[src/rtl/perf_pkg.sv]
// Shared types and overflow-flag bit positions for the multi-channel performance monitor.
package perf_pkg;

   typedef enum logic {
      IDLE    = 1'b0,
      MEASURE = 1'b1
   } perf_state_e;

   localparam int OVF_TOTAL   = 0;
   localparam int OVF_ANY     = 1;
   localparam int OVF_IDLE    = 2;
   localparam int OVF_CH_BASE = 3;

endpackage

[src/rtl/perf_sat_counter.sv]
// Saturating up-counter with synchronous load and a sticky overflow flag.
// load has priority over inc and clears the flag. An increment at all-ones holds the count and sets ovf.
module perf_sat_counter #(
   parameter int WIDTH = 32
) (
   input  logic             clk,
   input  logic             rst,
   input  logic             load,
   input  logic [WIDTH-1:0] load_val,
   input  logic             inc,
   output logic [WIDTH-1:0] count,
   output logic             ovf
);

   logic [WIDTH-1:0] count_q, count_d;
   logic             ovf_q, ovf_d;

   always_comb begin
      count_d = count_q;
      ovf_d   = ovf_q;
      if (load) begin
         count_d = load_val;
         ovf_d   = 1'b0;
      end else if (inc) begin
         if (&count_q) ovf_d   = 1'b1;
         else          count_d = count_q + 1'b1;
      end
   end

   always_ff @(posedge clk or posedge rst) begin
      if (rst) begin
         count_q <= '0;
         ovf_q   <= 1'b0;
      end else begin
         count_q <= count_d;
         ovf_q   <= ovf_d;
      end
   end

   assign count = count_q;
   assign ovf   = ovf_q;

endmodule

[src/rtl/perf_mc.sv]
// Multi-channel window performance monitor: live saturating counters, snapshotted at window end.
// Optional per-channel longest-busy-run tracking is enabled with `define PERF_MAX_RUN_EN.
//
// state   | meaning
// IDLE    | no window open, snapshot outputs held
// MEASURE | window open, live counters accumulating
module perf_mc
   import perf_pkg::*;
#(
   parameter int NUM_CH        = 4,
   parameter int COUNTER_WIDTH = 32
) (
   input  logic                            clk,
   input  logic                            rst,
   input  logic                            start_pulse,
   input  logic                            done_pulse,
   input  logic [NUM_CH-1:0]               busy_signal,
   output logic                            measuring,
   output logic [COUNTER_WIDTH-1:0]        total_cycles_count,
   output logic [NUM_CH*COUNTER_WIDTH-1:0] active_cycles_count,
   output logic [COUNTER_WIDTH-1:0]        any_active_count,
   output logic [COUNTER_WIDTH-1:0]        idle_cycles_count,
   output logic [NUM_CH+2:0]               overflow_flags,
   output logic [NUM_CH*COUNTER_WIDTH-1:0] max_run_count,
   output logic                            measurement_done
);

   localparam int W  = COUNTER_WIDTH;
   localparam int NF = NUM_CH + 3;

   perf_state_e state_q, state_d;
   logic        in_meas, count_en, snap_en, any_b;

   logic [W-1:0]        tot_live, any_live, idle_live;
   logic [NUM_CH*W-1:0] act_live;
   logic [NF-1:0]       ovf_live;

   logic [W-1:0]        tot_q, any_q, idle_q;
   logic [NUM_CH*W-1:0] act_q;
   logic [NF-1:0]       ovf_q;
   logic                done_q;

   assign in_meas  = (state_q == MEASURE);
   // The start cycle is loaded rather than counted; the done cycle is excluded.
   assign count_en = in_meas & ~done_pulse & ~start_pulse;
   assign snap_en  = in_meas & done_pulse;
   assign any_b    = |busy_signal;

   always_comb begin
      state_d = state_q;
      if (start_pulse)     state_d = MEASURE;
      else if (done_pulse) state_d = IDLE;
   end

   perf_sat_counter #(.WIDTH(W)) u_total (
      .clk(clk), .rst(rst), .load(start_pulse), .load_val({{(W-1){1'b0}}, 1'b1}),
      .inc(count_en), .count(tot_live), .ovf(ovf_live[OVF_TOTAL]));

   perf_sat_counter #(.WIDTH(W)) u_any (
      .clk(clk), .rst(rst), .load(start_pulse), .load_val({{(W-1){1'b0}}, any_b}),
      .inc(count_en & any_b), .count(any_live), .ovf(ovf_live[OVF_ANY]));

   perf_sat_counter #(.WIDTH(W)) u_idle (
      .clk(clk), .rst(rst), .load(start_pulse), .load_val({{(W-1){1'b0}}, ~any_b}),
      .inc(count_en & ~any_b), .count(idle_live), .ovf(ovf_live[OVF_IDLE]));

   for (genvar i = 0; i < NUM_CH; i++) begin : g_ch
      perf_sat_counter #(.WIDTH(W)) u_act (
         .clk(clk), .rst(rst), .load(start_pulse),
         .load_val({{(W-1){1'b0}}, busy_signal[i]}),
         .inc(count_en & busy_signal[i]),
         .count(act_live[i*W +: W]), .ovf(ovf_live[OVF_CH_BASE+i]));
   end

   always_ff @(posedge clk or posedge rst) begin
      if (rst) begin
         state_q <= IDLE;
         done_q  <= 1'b0;
         tot_q   <= '0;
         any_q   <= '0;
         idle_q  <= '0;
         act_q   <= '0;
         ovf_q   <= '0;
      end else begin
         state_q <= state_d;
         done_q  <= snap_en;
         if (snap_en) begin
            tot_q  <= tot_live;
            any_q  <= any_live;
            idle_q <= idle_live;
            act_q  <= act_live;
            ovf_q  <= ovf_live;
         end
      end
   end

   assign measuring           = in_meas;
   assign measurement_done    = done_q;
   assign total_cycles_count  = tot_q;
   assign any_active_count    = any_q;
   assign idle_cycles_count   = idle_q;
   assign active_cycles_count = act_q;
   assign overflow_flags      = ovf_q;

`ifdef PERF_MAX_RUN_EN
   for (genvar i = 0; i < NUM_CH; i++) begin : g_run
      logic [W-1:0] run_cnt, run_cand, max_q, max_snap_q;
      logic         run_ovf;

      // Run restarts at the window start and whenever the channel goes idle.
      perf_sat_counter #(.WIDTH(W)) u_run (
         .clk(clk), .rst(rst),
         .load(start_pulse | (count_en & ~busy_signal[i])),
         .load_val({{(W-1){1'b0}}, start_pulse & busy_signal[i]}),
         .inc(count_en & busy_signal[i]),
         .count(run_cnt), .ovf(run_ovf));

      assign run_cand = (run_ovf | (&run_cnt)) ? run_cnt : run_cnt + 1'b1;

      always_ff @(posedge clk or posedge rst) begin
         if (rst) begin
            max_q      <= '0;
            max_snap_q <= '0;
         end else begin
            if (start_pulse)
               max_q <= {{(W-1){1'b0}}, busy_signal[i]};
            else if (count_en & busy_signal[i] & (run_cand > max_q))
               max_q <= run_cand;
            if (snap_en) max_snap_q <= max_q;
         end
      end

      assign max_run_count[i*W +: W] = max_snap_q;
   end
`else
   assign max_run_count = '0;
`endif

endmodule

[config.mk]
export PLATFORM = sky130hd
export DESIGN_NAME = perf_mc
export DESIGN_NICKNAME = d
export VERILOG_FILES = /design/src/rtl/perf_pkg.sv /design/src/rtl/perf_sat_counter.sv /design/src/rtl/perf_mc.sv
export SDC_FILE = /design/constraint.sdc
export NUM_CORES = 1
export LEC_CHECK = 0
export BUFFER_PORTS_ARGS = -buffer_cell sky130_fd_sc_hd__buf_2
export CAP_MARGIN = 20
export CORE_MARGIN = 1.5
export CORE_UTILIZATION = 30
export CTS_CLUSTER_SIZE = 24
export DETAILED_ROUTE_END_ITERATION = 8
export PLACE_DENSITY = 0.54
export RECOVER_POWER = 50
export SLEW_MARGIN = 20
export SYNTH_ARGS = -nofsm -noshare
export SYNTH_HDL_FRONTEND = slang
export SYNTH_SLANG_ARGS = --single-unit
[constraint.sdc]
create_clock -name clk -period 34.7 [get_ports clk]
set_clock_uncertainty 0.1 [all_clocks]
set_input_delay 1.735 -clock clk [delete_from_list [all_inputs] [get_ports clk]]
set_output_delay 1.735 -clock clk [all_outputs]
set_load 0.1 [all_outputs]
==> qor.yml, run 1 <==
outcome:
  status: "finished, violations left"
  failed_checks: "capacitance limit, slew limit"
timing:
  max_slew_margin_pct: -421.7
  setup_viol_count_final: 0
  fin_crit_ns: 11.84
  slew_violations: 824
  tightest_slew_ns: 7.826
  hold_viol: 0
  finalCritPeriodShare_pct: 34.13
  rsz0062_at_grt: "no"
  finalSetupTns_ns: 0
  layout_setup_ws_ns: 22.86
  max_freq_mhz: 84.44
worst_setup_path:
  crit_buf_inv: 3
  cp_data_required_time_ns: 33.33
  max_stage_delay_ns: 5.61
  path_depth: 3
  crit_path_end_kind: "async pin"
  crit_slowest_cell: "clkbuf_1"
  criticalPathCategory: "in -> async"
  cp_max_fo: 143
  ff2ff_setup_slack_ns: 28.76
  cp.arrival_ns: 10.47
  ff2ff_path_depth: 4
  reg2reg_from: "measuring"
  startpoint: "rst"
  start_kind: "primary input"
  path_cells: "buf_2 > clkinvlp_2 > clkbuf_1"
  cp_top_family: "buffers and inverters"
placement:
  place_inst: 3191
  pre_cts_ws_ns: 30.00
  place_congestion: 0.8057
  io_buffers: 240
  dp_hpwl_um: 40170
global_routing:
  grt-busiest-layer: "met2"
  grt_pass1_vias: 15820
  use_met2_pct: 23.91
  grt_pass1_wl_um: 92120
  grt.met1_usage_pct: 20.72
  antenna_found_initial: 2
  track_usage_pct: 15.15
  grt_max_degree: 144
  grt_overflow: 0
  grtUsageMet3_pct: 3.373
yosys:
  dominantRegCellSynth: "dfrtp_1"
  yosysWarnings: 0
  synth_most_common_cell: "dfrtp_1"
  synth_cell_types: 65
  synthesis.area_sq_mm: 0.02234
  async_reset_ff_share_pct: 100.0
  avgSynthCellArea_sq_um: 10.79
  ys_seq_area_share_pct: 51.97
  synth_top_area_cell: "dfrtp_1"
  yosys-top-cells-count: "dfrtp_1, mux2_2, a21oi_1"
  synthTopCellsByArea: "dfrtp_1, mux2_2, buf_4"
  synthesis.instances: 2071
  synth-edff-count: 0
  ys_seq_elements: 464
  synth_top_area_share_pct: 51.97
clock_network:
  clock-sinks: 464
  insertion_delay_ns: 0.60
  clk_pin_slew_worst_paths_ns: 0.06
  post_cts_buffers: 0
  cts-resized-gates: 0
  cts-htree-levels: 2
  cts_tree: "yes"
  cts_max_path_buffers: 3
  cts_buffers: 53
  hold_buffers: 0
  cts_root_buf: "clkbuf_16"
drt:
  drc: 0
  drtIter0Drc: 1080
  wl_um: 58810
  antenna_left: 0
  first_pass_iters: 5
  via_count: 16700
  via_per_inst: 5.085
  wl_per_cell_um: 17.91
final_layout:
  fin_util_pct: 35.34
  fin_nets: 2302
  area_delta_synth_final_pct: 15.99
  multi_input_area_sq_mm: 0.009773
  regArea_sq_mm: 0.01161
  instances_no_fill: 3284
  fill_cells: 7419
  drive_above_1_share_pct: 25.69
floorplanning:
  ios: 369
  start_util_pct: 30.47
  coreArea_sq_mm: 0.07333
  die_width_um: 275.9
  die_h_um: 275.9
  die_area_sq_mm: 0.07613
  row_count: 99
power:
  leakagePower_nw: 11.78
  peakVddDrop_mv: 0.03665
  powerDensity_mw_per_mm2: 49.56
  totalPowerFinal_mw: 1.284
flow_run:
  cap_violations: 10
worst_hold_path:
  worstHoldPathCells: 2
  holdCritStartpoint: "active_cycles_count[112]"
  hp-class: "reg -> reg"
layout make-up:
class	instances	share of cell area (%)
sequential	464	44.80
multi-input combinational	1476	37.71
clock buffer	67	5.750
timing repair buffer	261	5.098
tap	959	4.630
clock inverter	25	1.540
inverter	31	0.4586
antenna	1	0.009656
report_power, final:
part / internal, mW / switching, mW
sequential: 0.546 / 0.00443
clock: 0.376 / 0.231
combinational: 0.0138 / 0.114
cell families (layout without fill, tap and decap cells):
family | count (synthesis) | after routing | share of synthesized area [%]
other | 1 | 129 | 0.01678
adder cells (fa/ha/maj) | 7 | 7 | 0.3920
flip-flops | 464 | 464 | 51.97
AND/OR/NAND/NOR | 685 | 685 | 17.24
XOR/XNOR | 52 | 52 | 2.038
buffers and inverters | 258 | 384 | 6.557
AO/OA/AOI/OAI | 372 | 372 | 10.13
multiplexers | 232 | 232 | 11.66
cells in the final DEF, fill, tap and decap left out, drive strengths merged, types with 17 or more instances in the layout:
master | Yosys | final
o21ai | 108 | 108
xnor2 | 38 | 38
o31ai | 46 | 46
buf | 142 | 249
nor4 | 27 | 27
conb | 1 | 128
or3 | 83 | 83
and4 | 30 | 30
clkbuf | 85 | 79
and2 | 17 | 17
and3 | 22 | 22
nor2b | 17 | 17
dfrtp | 464 | 464
nand4 | 73 | 73
inv | 30 | 29
nand3 | 76 | 76
nor3 | 21 | 21
nor2 | 103 | 103
mux2 | 226 | 226
a21oi | 132 | 132
nand2 | 122 | 122
or4 | 57 | 57
per-layer routing:
layer / vias up / part of all wire [%]
met5: - / 0.036
met4: 4 / 2.7
met3: 95 / 5.5
met2: 381 / 47
met1: 8405 / 44
li1: 7815 / -
path summary, 6_finish.rpt:
path,end
worst max register to register,active_cycles_count[46]
worst max-delay path,u_idle.count[8]
worst min register to register,active_cycles_count[112]
worst min-delay path,active_cycles_count[112]
max in group clk,u_idle.count[17]
min in group asynchronous,total_cycles_count[9]
flip-flops by register name (all words and copies together), names as in the netlist:
name	count
g_ch.u_act.ovf	4
active_cycles_count	128
total_cycles_count	32
measurement_done	1
u_idle.ovf	1
any_active_count	32
u_any.ovf	1
overflow_flags	7
idle_cycles_count	32
u_any.count	32
u_total.count	32
u_idle.count	32
u_total.ovf	1
measuring	1
g_ch.u_act.count	128
per-stage QoR:
stage	cell area, sq um	hold slack [ns]
after detailed placement	24090	0.3682
after CTS	25980	0.3818
after floorplan	22820	0.3545
after global routing	25910	0.4057
final	25920	0.3759
after global placement	24090	0.3620
tightest hold or removal path, cell delays in order, from the launching register on:
cell     delay [ns]
dfrtp_1        0.34
nand2_1        0.05
o21ai_0        0.06
No activity file was read; power rests on OpenSTA's default activity.
==> inputs of run 2 (changes only) <==
- clock period: 34.7 -> 12.2 ns (I/O delays scaled with it)
==> run 2 against run 1 <==
  * The flow still finishes with violations (capacitance limit, slew limit)
  * Flip-flop and latch count did not move
  * Largest cell class unchanged
  * Critical path type is now in -> reg
  * Utilization down 0.10 points
  * Die area unchanged
  * Cell area shrank 0.29%
==> qor.yml, run 2 (synthesized netlist as in run 1, its figures left out) <==
worst_setup_path:
  cp_max_fo: 99  # was 143
  ff2ff_setup_slack_ns: 7.48  # was 28.76 ns
  reg2reg_from: "measuring"  # unchanged
  ff2ff_path_depth: 4  # unchanged
  worstReg2RegEnd: "active_cycles_count[78]"  # was active_cycles_count[46]
  start_kind: "primary input"  # unchanged
  cp_data_required_time_ns: 12.44  # was 33.33 ns
  crit_path_end_kind: "flop"  # was async pin
  criticalPathCategory: "in -> reg"  # was in -> async
  cp.arrival_ns: 7.06  # was 10.47 ns
placement:
  place_congestion: 0.8065  # was 0.8057
  place_inst: 3191  # unchanged
  pre_cts_ws_ns: 8.651  # was 30.00 ns
  io_buffers: 240  # unchanged
  dp_hpwl_um: 40520  # was 40170 um
drt:
  via_count: 16650  # was 16700
  antenna_left: 0  # unchanged
  drc: 0  # unchanged
  drtIter0Drc: 947  # was 1080
  first_pass_iters: 4  # was 5
  wl_per_cell_um: 17.96  # was 17.91 um
  via_per_inst: 5.055  # was 5.085
  wl_um: 59160  # was 58810 um
global_routing:
  grt_max_degree: 187  # was 144
  grt_overflow: 0  # unchanged
  track_usage_pct: 15.20  # was 15.15%
  grt_pass1_vias: 16320  # was 15820
  grt_pass1_wl_um: 92870  # was 92120 um
  antenna_found_initial: 5  # was 2
final_layout:
  drive_above_1_share_pct: 18.59  # was 25.69%
  final_common_cell: "dfrtp_1"  # unchanged
  layout_common_cells: "dfrtp_1, mux2_2, clkbuf_1"  # was dfrtp_1, buf_2, mux2_2
  area_delta_synth_final_pct: 15.65  # was 15.99%
  diodes: 0  # was 1
  fin_nets: 2304  # was 2302
  instances_no_fill: 3293  # was 3284
timing:
  setup_viol_count_final: 0  # unchanged
  tightest_slew_ns: 4.769  # was 7.826 ns
  finalSetupTns_ns: 0  # unchanged
  max_slew_margin_pct: -217.9  # was -421.7%
  finalCritPeriodShare_pct: 55.94
  holdWs_ns: 0.2316  # was 0.3759 ns
  rsz0062_at_grt: "no"  # unchanged
  hold_viol: 0  # unchanged
  layout_setup_ws_ns: 5.375  # was 22.86 ns
  max_freq_mhz: 146.5
  fin_crit_ns: 6.825
  slew_violations: 501  # was 824
outcome:
  status: "finished, violations left"  # unchanged
  failed_checks: "capacitance limit, slew limit"  # unchanged
clock_network:
  insertion_delay_ns: 0.61  # was 0.60 ns
  cts-htree-levels: 2  # unchanged
  cts_max_path_buffers: 3  # unchanged
  cts_buffers: 53  # unchanged
  cts-resized-gates: 0  # unchanged
  cts_tree: "yes"  # unchanged
  hold_buffers: 0  # unchanged
  post_cts_buffers: 0  # unchanged
  clock-sinks: 464  # unchanged
  cts_root_buf: "clkbuf_16"  # unchanged
  clk_pin_slew_worst_paths_ns: 0.06  # about the same
power:
  peakVddDrop_mv: 0.08998  # was 0.03665 mV
  totalPowerFinal_mw: 3.693  # was 1.284 mW
  leakagePower_nw: 11.08  # was 11.78 nW
  powerDensity_mw_per_mm2: 142.9  # was 49.56 mW/mm^2
floorplanning:
  die_area_sq_mm: 0.07613  # unchanged
  ios: 369  # unchanged
  row_count: 99  # unchanged
  start_util_pct: 30.47  # unchanged
  die_width_um: 275.9  # unchanged
  coreArea_sq_mm: 0.07333  # unchanged
  die_h_um: 275.9  # unchanged
worst_hold_path:
  hp-class: "in -> reg"  # was reg -> reg
  holdCritStartpoint: "busy_signal[0]"  # was active_cycles_count[112]
  worstHoldPathCells: 3  # was 2
  hold_end: "g_ch[0].u_act.count[0]"  # was active_cycles_count[112]
flow_run:
  cap_violations: 8  # was 10
[run 2: layer usage]
metal  GRT usage (%)  share of wire [%]  vias to the layer above
li1                -                  -                     7818
met1           19.85                 44                     8379
met2           25.55                 49                      379
met3           3.772                5.9                       61
met4           2.989                1.3                        8
met5               0              0.079                        -
[run 2: worst max-delay path: stages]
cell	delay [ns]
clkbuf_1	3.26
clkbuf_1	2.61
o21ai_0	0.37
[run 2: report_power, final]
| group | total [mW] | internal (mW) | switching [mW] |
|---|---|---|---|
| Clock | 1.77 | 1.09 | 0.679 |
| Sequential | 1.56 | 1.55 | 0.0119 |
| Combinational | 0.361 | 0.0381 | 0.323 |
[run 2: stage by stage]
stage,utilization (%),area (sq um)
after floorplan,-,22820
after global routing,35.24,25840
after CTS,35.54,26070
after global placement,32.86,24100
final,35.24,25840
after detailed placement,32.87,24110
[run 2: final cells by class]
type	count	area, sq um
Clock inverter	28	439.2
Clock buffer	72	1519
Timing Repair Buffer	263	1162
Multi-Input combinational cell	1476	9787
Fill cell	7457	47490
Inverter	31	121.4
Tap cell	959	1200
Sequential cell	464	11610
[run 2: worst max-delay path by stage]
| stage | from | endpoint | slack [ns] | depth (start not counted) |
|---|---|---|---|---|
| final | start_pulse | g_ch[1].u_act.count[0] | 5.38 | 3 |
| after global routing | rst | g_ch[2].u_act.count[6] | 4.37 | 4 |
| after CTS | measuring | idle_cycles_count[8] | 8.82 | 4 |
| after detailed placement | done_pulse | idle_cycles_count[16] | 8.65 | 5 |
| after global placement | done_pulse | g_ch[3].u_act.count[30] | 8.67 | 6 |
| after floorplan | rst | active_cycles_count[0] | 5.21 | 1 |
==> inputs of run 3 (changes only) <==
- clock period: 12.2 -> 7.1 ns (I/O delays scaled with it)
==> run 3 against run 2 <==
  * First-iteration DRC count is 23% higher
  * Largest cell class unchanged
  * The run still ends with capacitance limit, slew limit left
  * Largest power group unchanged
  * Worst setup slack worse by 2.7 ns
  * Register-to-register slack worse by 4.2 ns
  * Via count is 1.2% higher
  * Total power is 68% higher
  * Clock power is 64% higher
==> qor.yml, run 3 (synthesized netlist as in run 1, its figures left out) <==
placement:
  place_congestion: 0.8035  # was 0.8065
  io_buffers: 240  # unchanged
  dp_hpwl_um: 40630  # was 40520 um
global_routing:
  grt_overflow: 0  # unchanged
  antenna_found_initial: 2  # was 5
  grt_max_degree: 138  # was 187
  track_usage_pct: 15.28  # was 15.20%
  grt_pass1_wl_um: 93140  # was 92870 um
  grt_pass1_vias: 15970  # was 16320
worst_setup_path:
  start_kind: "primary input"  # unchanged
  criticalPathCategory: "in -> async"  # was in -> reg
  cp_data_required_time_ns: 6.89  # was 12.44 ns
  cp_max_fo: 66  # was 99
  cp.arrival_ns: 4.24  # was 7.06 ns
  ff2ff_setup_slack_ns: 3.28  # was 7.48 ns
  crit_path_end_kind: "async pin"  # was flop
power:
  peakVddDrop_mv: 0.1673  # was 0.08998 mV
  powerDensity_mw_per_mm2: 241.6  # was 142.9 mW/mm^2
  leakagePower_nw: 10.83  # was 11.08 nW
timing:
  finalSetupTns_ns: 0  # unchanged
  slew_violations: 131  # was 501
  hold_viol: 0  # unchanged
  fin_crit_ns: 4.445
  rsz0062_at_grt: "no"  # unchanged
  setup_viol_count_final: 0  # unchanged
  finalCritPeriodShare_pct: 62.61
  max_slew_margin_pct: -136.2  # was -217.9%
  max_freq_mhz: 225.0
  tightest_slew_ns: 3.542  # was 4.769 ns
  holdWs_ns: 0.1946  # was 0.2316 ns
floorplanning:
  row_count: 99  # unchanged
  die_width_um: 275.9  # unchanged
  coreArea_sq_mm: 0.07333  # unchanged
  die_area_sq_mm: 0.07613  # unchanged
  start_util_pct: 30.47  # unchanged
  ios: 369  # unchanged
  die_h_um: 275.9  # unchanged
drt:
  drc: 0  # unchanged
  via_count: 16850  # was 16650
  wl_um: 59340  # was 59160 um
  antenna_left: 0  # unchanged
  first_pass_iters: 5  # was 4
  drtIter0Drc: 1166  # was 947
  wl_per_cell_um: 17.97  # was 17.96 um
  via_per_inst: 5.102  # was 5.055
outcome:
  failed_checks: "capacitance limit, slew limit"  # unchanged
  status: "finished, violations left"  # unchanged
clock_network:
  insertion_delay_ns: 0.61  # about the same
  cts-resized-gates: 0  # unchanged
  cts_tree: "yes"  # unchanged
  cts-htree-levels: 2  # unchanged
  clk_pin_slew_worst_paths_ns: 0.06  # about the same
  cts_max_path_buffers: 3  # unchanged
  clock-sinks: 464  # unchanged
  cts_root_buf: "clkbuf_16"  # unchanged
  cts_buffers: 56  # was 53
final_layout:
  multi_input_area_sq_mm: 0.009771  # was 0.009787 sq mm
  area_delta_synth_final_pct: 15.18  # was 15.65%
  fin_nets: 2312  # was 2304
  final_common_cell: "dfrtp_1"  # unchanged
  drive_above_1_share_pct: 16.22  # was 18.59%
  layout_common_cells: "dfrtp_1, clkbuf_1, mux2_2"  # was dfrtp_1, mux2_2, clkbuf_1
  fill_cells: 7514  # was 7457
  regArea_sq_mm: 0.01161  # unchanged
worst_hold_path:
  hp-class: "in -> reg"  # unchanged
flow_run:
  cap_violations: 2  # was 8
## run 3: changes by cell type in the layout (fill, tap and decap cells not counted), sizes merged
cell         change
buf             -55
clkbuf          +51
clkinv          +10
dlygate4sd3      +5
bufinv           -4
clkinvlp         +2
diode            +1
## run 3: final timing paths
path                            depth (start not counted)                       to                     from
worst min-delay path                                    2  g_ch[0].u_act.count[16]              start_pulse
worst max-delay path                                    5        u_total.count[24]                      rst
worst max register to register                          4  active_cycles_count[32]                measuring
worst min register to register                          2  active_cycles_count[48]  active_cycles_count[48]
min in group asynchronous                               4         u_total.count[2]                      rst
max in group clk                                        4  active_cycles_count[32]                measuring
## run 3: worst max-delay path, stage by stage
cell and delay, ns:
dlygate4sd3_1 0.53, clkbuf_1 0.12, clkinvlp_4 0.07, buf_6 0.50
clkbuf_1 2.53
## run 3: report_power, final
group          leakage (nW)  total [mW]  internal (mW)  switching [mW]
combinational          3.46       0.622         0.0627           0.559
sequential             6.44        2.69           2.67          0.0206
clock                 0.921        2.91           1.73            1.18
## run 3: metrics by stage
step	util [%]	area [sq um]	power [mW]	worst slack, ns	cells
floorplan	-	22820	3.329	0.3641	2198
global route	35.10	25740	6.463	1.789	3303
finish	35.10	25740	6.217	2.655	3303
global placement	32.88	24110	3.360	3.763	3193
CTS	35.49	26030	6.327	3.662	3301
detailed placement	32.88	24110	3.365	3.682	3193
## run 3: area by class of cell
type / count / share of cell area (%)
flip-flops and latches: 464 / 45.12
multi-input cells: 1476 / 37.96
clock buffers: 68 / 5.858
well taps: 959 / 4.662
repair buffers: 268 / 4.487
clock inverters: 36 / 1.429
inverters: 31 / 0.4716
diodes: 1 / 0.009723
## run 3: repair_timing
item                                   4_1_cts  5_1_grt
endpoints found under the hold margin        4       61
setup buffers                                0        0
setup endpoints to repair                    0        0
hold buffers                                 4        1
## run 3: layer usage
layer	share of wire, %	track usage (%)
met5	0.022	0
met2	48	24.91
met3	6.0	3.720
met1	44	20.45
met4	1.5	3.461
